`src/rtl/mem_pkg.sv`:
```
// Shared widths, controller state encoding and the word address legality check
// for the word-to-byte memory controller.
package mem_pkg;

    localparam int ADDR_W = 20;
    localparam int BYTE_W = 8;
    localparam int WORD_W = 32;

    typedef enum logic [2:0] {
        IDLE  = 3'd0,
        WRITE = 3'd1,
        READ  = 3'd2,
        DONE  = 3'd3,
        ERR   = 3'd4
    } ctrl_state_t;

    // A word is legal when it is 4-byte aligned and its last byte lies below limit.
    // The sum is taken one bit wider so addresses near the top cannot wrap.
    function automatic logic word_addr_ok(input logic [ADDR_W-1:0] addr,
                                          input logic [ADDR_W-1:0] limit);
        logic [ADDR_W:0] last_byte;
        last_byte = {1'b0, addr} + (ADDR_W + 1)'(3);
        return (addr[1:0] == 2'b00) && (last_byte < {1'b0, limit});
    endfunction

endpackage

```
`src/rtl/byte_lane_sequencer.sv`:
```
// Byte lane bookkeeping shared by reads and writes: a 2-bit issue counter, the
// byte selected from the outgoing word, and a byte inserted into the read staging word.
module byte_lane_sequencer
    import mem_pkg::*;
(
    input  logic              clk,
    input  logic              rst,
    input  logic              step,
    input  logic [WORD_W-1:0] word_in,
    input  logic [WORD_W-1:0] stage_in,
    input  logic [1:0]        ins_idx,
    input  logic [BYTE_W-1:0] ins_byte,
    output logic [1:0]        cnt,
    output logic [BYTE_W-1:0] sel_byte,
    output logic [WORD_W-1:0] stage_out
);

    logic [1:0] cnt_q;
    logic [1:0] cnt_d;

    always_comb begin
        cnt_d = cnt_q;
        if (step) begin
            cnt_d = cnt_q + 2'd1;
        end
    end

    always_ff @(posedge clk) begin
        if (rst) begin
            cnt_q <= 2'd0;
        end else begin
            cnt_q <= cnt_d;
        end
    end

    // Little-endian: lane k is bits [8k+7:8k].
    always_comb begin
        sel_byte  = word_in[{cnt_q, 3'b000} +: BYTE_W];
        stage_out = stage_in;
        stage_out[{ins_idx, 3'b000} +: BYTE_W] = ins_byte;
    end

    assign cnt = cnt_q;

endmodule

```
`src/rtl/word_mem_controller.sv`:
```
// Splits one 32-bit word request into four byte accesses on a byte-wide RAM,
// rejecting misaligned or out-of-range words before any RAM access.
module word_mem_controller
    import mem_pkg::*;
#(
    parameter logic [19:0] ADDR_LIMIT = 20'hA0000,
    parameter int          RD_LATENCY = 1
)
(
    input  logic        clk,
    input  logic        rst,
    input  logic        req,
    input  logic        req_we,
    input  logic [19:0] req_addr,
    input  logic [31:0] req_wdata,
    output logic        busy,
    output logic        done,
    output logic        error,
    output logic [31:0] rdata,
    output logic [19:0] ram_address_20bits,
    output logic [7:0]  ram_data_8bits,
    output logic        ram_write_enable,
    input  logic [7:0]  ram_q_8bits
);

    ctrl_state_t state_q, state_d;

    logic [ADDR_W-1:0]     addr_q, addr_d;
    logic [WORD_W-1:0]     wdata_q, wdata_d;
    logic                  busy_q, busy_d;
    logic                  done_q, done_d;
    logic                  error_q, error_d;
    logic [WORD_W-1:0]     rdata_q, rdata_d;
    logic [ADDR_W-1:0]     ram_addr_q, ram_addr_d;
    logic [BYTE_W-1:0]     ram_data_q, ram_data_d;
    logic                  ram_we_q, ram_we_d;
    logic                  issue_q, issue_d;
    logic [RD_LATENCY-1:0] vld_q, vld_d;
    logic [1:0]            cap_q, cap_d;
    logic [WORD_W-1:0]     stage_q, stage_d;

    logic                  step;
    logic [1:0]            lane_cnt;
    logic [BYTE_W-1:0]     lane_byte;
    logic [WORD_W-1:0]     stage_ins;
    logic [WORD_W-1:0]     lane_word;
    logic                  capture;

    // Byte 0 is issued on the accepting edge, before the request is latched.
    assign lane_word = (state_q == IDLE) ? req_wdata : wdata_q;

    byte_lane_sequencer u_lanes (
        .clk       (clk),
        .rst       (rst),
        .step      (step),
        .word_in   (lane_word),
        .stage_in  (stage_q),
        .ins_idx   (cap_q),
        .ins_byte  (ram_q_8bits),
        .cnt       (lane_cnt),
        .sel_byte  (lane_byte),
        .stage_out (stage_ins)
    );

    // One valid bit per issued read address, delayed to the cycle its byte is on ram_q.
    always_comb begin
        vld_d    = '0;
        vld_d[0] = issue_q;
        for (int i = 1; i < RD_LATENCY; i++) begin
            vld_d[i] = vld_q[i-1];
        end
    end

    assign capture = vld_q[RD_LATENCY-1];

    // Handshake: req is looked at only in IDLE; once taken, busy stays high until
    // the done pulse, and a req seen in any other state is dropped, not queued.
    always_comb begin
        state_d    = state_q;
        addr_d     = addr_q;
        wdata_d    = wdata_q;
        busy_d     = busy_q;
        done_d     = 1'b0;
        error_d    = 1'b0;
        rdata_d    = rdata_q;
        ram_addr_d = ram_addr_q;
        ram_data_d = ram_data_q;
        ram_we_d   = 1'b0;
        issue_d    = 1'b0;
        cap_d      = cap_q;
        stage_d    = stage_q;
        step       = 1'b0;

        case (state_q)
            IDLE: begin
                if (req) begin
                    addr_d  = req_addr;
                    wdata_d = req_wdata;
                    if (!word_addr_ok(req_addr, ADDR_LIMIT)) begin
                        state_d = ERR;
                        done_d  = 1'b1;
                        error_d = 1'b1;
                    end else begin
                        busy_d     = 1'b1;
                        step       = 1'b1;
                        ram_addr_d = req_addr;
                        if (req_we) begin
                            state_d    = WRITE;
                            ram_we_d   = 1'b1;
                            ram_data_d = lane_byte;
                        end else begin
                            state_d = READ;
                            issue_d = 1'b1;
                            cap_d   = 2'd0;
                            stage_d = '0;
                        end
                    end
                end
            end

            // The lane counter wraps to 0 once byte 3 is out, marking issue complete.
            WRITE: begin
                if (lane_cnt != 2'd0) begin
                    step       = 1'b1;
                    ram_addr_d = addr_q + ADDR_W'(lane_cnt);
                    ram_data_d = lane_byte;
                    ram_we_d   = 1'b1;
                end else begin
                    state_d = DONE;
                    done_d  = 1'b1;
                    busy_d  = 1'b0;
                end
            end

            READ: begin
                if (lane_cnt != 2'd0) begin
                    step       = 1'b1;
                    ram_addr_d = addr_q + ADDR_W'(lane_cnt);
                    issue_d    = 1'b1;
                end
                if (capture) begin
                    stage_d = stage_ins;
                    cap_d   = cap_q + 2'd1;
                    if (cap_q == 2'd3) begin
                        state_d = DONE;
                        done_d  = 1'b1;
                        busy_d  = 1'b0;
                        rdata_d = stage_ins;
                    end
                end
            end

            DONE: state_d = IDLE;
            ERR:  state_d = IDLE;
            default: state_d = IDLE;
        endcase
    end

    always_ff @(posedge clk) begin
        if (rst) begin
            state_q    <= IDLE;
            addr_q     <= '0;
            wdata_q    <= '0;
            busy_q     <= 1'b0;
            done_q     <= 1'b0;
            error_q    <= 1'b0;
            rdata_q    <= '0;
            ram_addr_q <= '0;
            ram_data_q <= '0;
            ram_we_q   <= 1'b0;
            issue_q    <= 1'b0;
            vld_q      <= '0;
            cap_q      <= 2'd0;
            stage_q    <= '0;
        end else begin
            state_q    <= state_d;
            addr_q     <= addr_d;
            wdata_q    <= wdata_d;
            busy_q     <= busy_d;
            done_q     <= done_d;
            error_q    <= error_d;
            rdata_q    <= rdata_d;
            ram_addr_q <= ram_addr_d;
            ram_data_q <= ram_data_d;
            ram_we_q   <= ram_we_d;
            issue_q    <= issue_d;
            vld_q      <= vld_d;
            cap_q      <= cap_d;
            stage_q    <= stage_d;
        end
    end

    assign busy               = busy_q;
    assign done               = done_q;
    assign error              = error_q;
    assign rdata              = rdata_q;
    assign ram_address_20bits = ram_addr_q;
    assign ram_data_8bits     = ram_data_q;
    assign ram_write_enable   = ram_we_q;

endmodule

```
`config.mk`:
```
export PLATFORM = sky130hd
export DESIGN_NAME = word_mem_controller
export DESIGN_NICKNAME = d
export VERILOG_FILES = /design/src/rtl/mem_pkg.sv /design/src/rtl/byte_lane_sequencer.sv /design/src/rtl/word_mem_controller.sv
export SDC_FILE = /design/constraint.sdc
export NUM_CORES = 1
export LEC_CHECK = 0
export CORE_UTILIZATION = 50
export CTS_CLUSTER_SIZE = 16
export DETAILED_ROUTE_END_ITERATION = 10
export HOLD_SLACK_MARGIN = 0.15
export PLACE_DENSITY_LB_ADDON = 0.05
export SYNTH_ARGS = -nofsm -noshare
export SYNTH_HDL_FRONTEND = slang
export SYNTH_SLANG_ARGS = --single-unit
```
`constraint.sdc`:
```
create_clock -name clk -period 3.45 [get_ports clk]
set_clock_uncertainty 0.05 [all_clocks]
set_input_delay 0.5175 -clock clk [delete_from_list [all_inputs] [get_ports clk]]
set_output_delay 0.5175 -clock clk [all_outputs]
set_load 0.02 [all_outputs]
```
==> reports/qor.yml <==
async_flop_share_pct: 0
drive_gt1_share_pct: 7.38
timing.rr.end: "ram_address_20bits[12]$_SDFFE_PP0P_"
synth_seq_cells: 157
fillers: 1172
synth_fa_ha_area_share_pct: 1.87
r2r_slack_ps: 690
min_period_ps: 2760
critPathMaxFanout: 11
critPathLaunchType: "register"
cap_violations: 0
rr_worst_depth: 7
synth_flop_cell: "dfxtp_1"
ys_top_cells_by_count: "nand2_1, dfxtp_1, a21oi_1, nor2_1, clkbuf_1"
whs_ps: 387
gp_congestion: 0.845
synth_edf_count: 0
crit_chain: "clkinv_1 > fa_1 > nand4b_1 > nor3_1 > a211oi_1 > or4_1 > a21oi_1"
netlist_area_sq_mm: 0.00709
cts-root-buf: "clkbuf_16"
clkSinkCount: 157
synthTopCellsByArea: "dfxtp_1, nand2_1, a21oi_1, mux4_2, a211oi_1"
min_path_type: "register to register"
grt_usage_pct: 24.7
ctsHoldBuffers: 0
slew_headroom_pct: 35.0
grt_antenna_before_repair: 0
holdPathStages: 1
reg2reg_from: "u_lanes.cnt[1]$_SDFFE_PP0P_"
design_area_sq_mm: 0.00901
muxShareOfSynthArea_pct: 5.65
synth_top_cell_by_area: "dfxtp_1"
hold_viol_final: 0
vias: 6354
syn-num-nets: 925
area_growth_pct: 27.0
syn_area_per_cell_sq_um: 8.33
first_iter_violations: 554
total_leakage_power_uw: 0.00304
netlist.area_leader.share_pct: 44.3
ys_seq_area_share_pct: 44.3
worstPathRequired_ps: 3740
slew_viol_final: 0
synth_cells: 851
io_buffers: 127
initial_core_util_pct: 51.1
die_area_sq_mm: 0.0147
die_h_microns: 121
coreArea_sq_mm: 0.0139
placed_cell_area_sq_mm: 0.00847
rows: 43
drtAntennaViolNets: 0
cts_resized: 0
clk_latency_ps: 420
pre_cts_ws_ps: 454
fmax_mhz: 362
holdPathEnd: "capture$_SDFF_PP0_"
route.detailed.drc: 0
fin_tns_setup_ps: 0
via_per_inst: 5.56
antenna_cells: 0
cpPeakStageDelay_ps: 520
power_density_mw_per_mm2: 619
tightest_slew_ps: 973
grt_overflow_total: 0
critPathArrivalTime_ps: 3050
cts_tree: "yes"
h-tree-depth: 4
endpoint_kind: "register"
grt_pass1_vias: 5811
path_class: "register to register"
fin_nets: 1024
post_cts_buffers: 0
clock_path_buffers: 2
cp_slowest_cell: "dfxtp_1"
routedWlPerCell_microns: 15.4
layoutNonFillerInstCount: 1142
synth_compound_area_share_pct: 17.9
wl_mm: 17.6
final-setup-viol-count: 0
post-dp-hpwl_mm: 11.9
dp_cells: 1111
num_io_pins: 128
ys_warn_count: 0
firstDrtPassIters: 5
synth-simple-area-share_pct: 24.2
grt_first_pass_wirelength_mm: 28.4
yosys.cell_types.count: 57
cts_made_buffers: 17
status: "complete, no violations"
vdd_drop_max_v: 0.000366
synthXorXnorAreaFrac_pct: 2.10
grt_max_degree: 68
min_period_over_period_pct: 80.1
die_x_microns: 121
holdCritStartpoint: "issue_q$_SDFF_PP0_"
yosysMostFrequentCell: "nand2_1"
synth_top_family_by_area: "simple AND/OR/NAND/NOR gates"
clk_pin_slew_ps: 60
finalWorstSetupSlack_ps: 687
rsz0062_at_grt: "no"
-- logic make-up after synthesis --
group | count (synthesis)
XOR/XNOR | 17
flip-flops | 157
adder cells (fa/ha/maj) | 10
AND/OR/NAND/NOR | 363
multiplexers | 20
AO/OA/AOI/OAI | 212
buffers and inverters | 72
-- layer usage --
| metal | vias up | global-route usage, % | part of all wire (%) |
|---|---|---|---|
| met5 | - | 0 | 0 |
| met2 | 197 | 41.1 | 49 |
| met1 | 2971 | 31.3 | 44 |
| met3 | 25 | 5.87 | 5.3 |
| met4 | 0 | 8.10 | 1.7 |
| li1 | 3161 | - | - |
-- critical path, delay by kind of cell, from the launching register on --
| kind | cells | cell delay, ps |
|---|---|---|
| adders and majority gates | 1 | 470 |
| and+or+nand+nor | 3 | 1160 |
| AOI/OAI and AO/OA | 2 | 290 |
| buffers and inverters | 1 | 180 |
| DFF | 1 | 520 |
-- per-stage QoR --
stage	power [uW]	utilization [%]
finish	5580	64.9
global route	5880	64.9
CTS	5610	64.9
detailed placement	3900	61.0
global placement	3860	61.0
floorplan	3400	-
-- report_power, final --
group	total (uW)	switching, uW	internal (uW)
sequential	2200	182	2010
combinational	1660	939	725
clock	1710	709	1010
-- state kept, by name, summed over array words and instances (netlist names) --
signal,count
addr_q,20
busy,1
cap_q,2
capture,1
done,1
error,1
issue_q,1
ram_address_20bits,20
ram_data_8bits,8
ram_write_enable,1
rdata,32
stage_q,32
state_q,3
u_lanes.cnt,2
wdata_q,32
-- cells in the final DEF (no fill, tap or decap), drive strengths merged, types with 6 or more instances in the layout --
master and instances:
a311oi 9, nand4 6, a211o 8, nand2 180, nor2b 33, nor2 65
or3 32, inv 8, clkdlybuf4s50 126, o21ai 8, nor3 7, xor2 9
nand3 10, mux4 16, dfxtp 157, xnor2 8, buf 17, ha 9
a211oi 35, a21oi 133, nor4b 6, clkbuf 25
-- worst max-delay path by stage --
stage | depth (start not counted) | to | startpoint
2_1_floorplan | 8 | ram_address_20bits[12]$_SDFFE_PP0P_ | u_lanes.cnt[1]$_SDFFE_PP0P_
3_3_place_gp | 7 | stage_q[29]$_SDFFE_PP0P_ | req_addr[17]
3_5_place_dp | 7 | stage_q[26]$_SDFFE_PP0P_ | req_addr[17]
4_1_cts | 7 | ram_address_20bits[12]$_SDFFE_PP0P_ | u_lanes.cnt[1]$_SDFFE_PP0P_
5_1_grt | 7 | ram_address_20bits[12]$_SDFFE_PP0P_ | u_lanes.cnt[1]$_SDFFE_PP0P_
6_report | 7 | ram_address_20bits[12]$_SDFFE_PP0P_ | u_lanes.cnt[1]$_SDFFE_PP0P_
-- area by class of cell --
| type | instances | area [sq um] | area share, % |
|---|---|---|---|
| sequential | 157 | 3140 | 34.9 |
| clock buffer | 25 | 505 | 5.61 |
| timing repair buffer | 143 | 1390 | 15.4 |
| inverter | 9 | 33.8 | 0.375 |
| clock inverter | 6 | 35.0 | 0.389 |
| multi-input combinational | 622 | 3680 | 40.8 |
| tap | 180 | 225 | 2.50 |
Power figures use the tool's default switching activity.
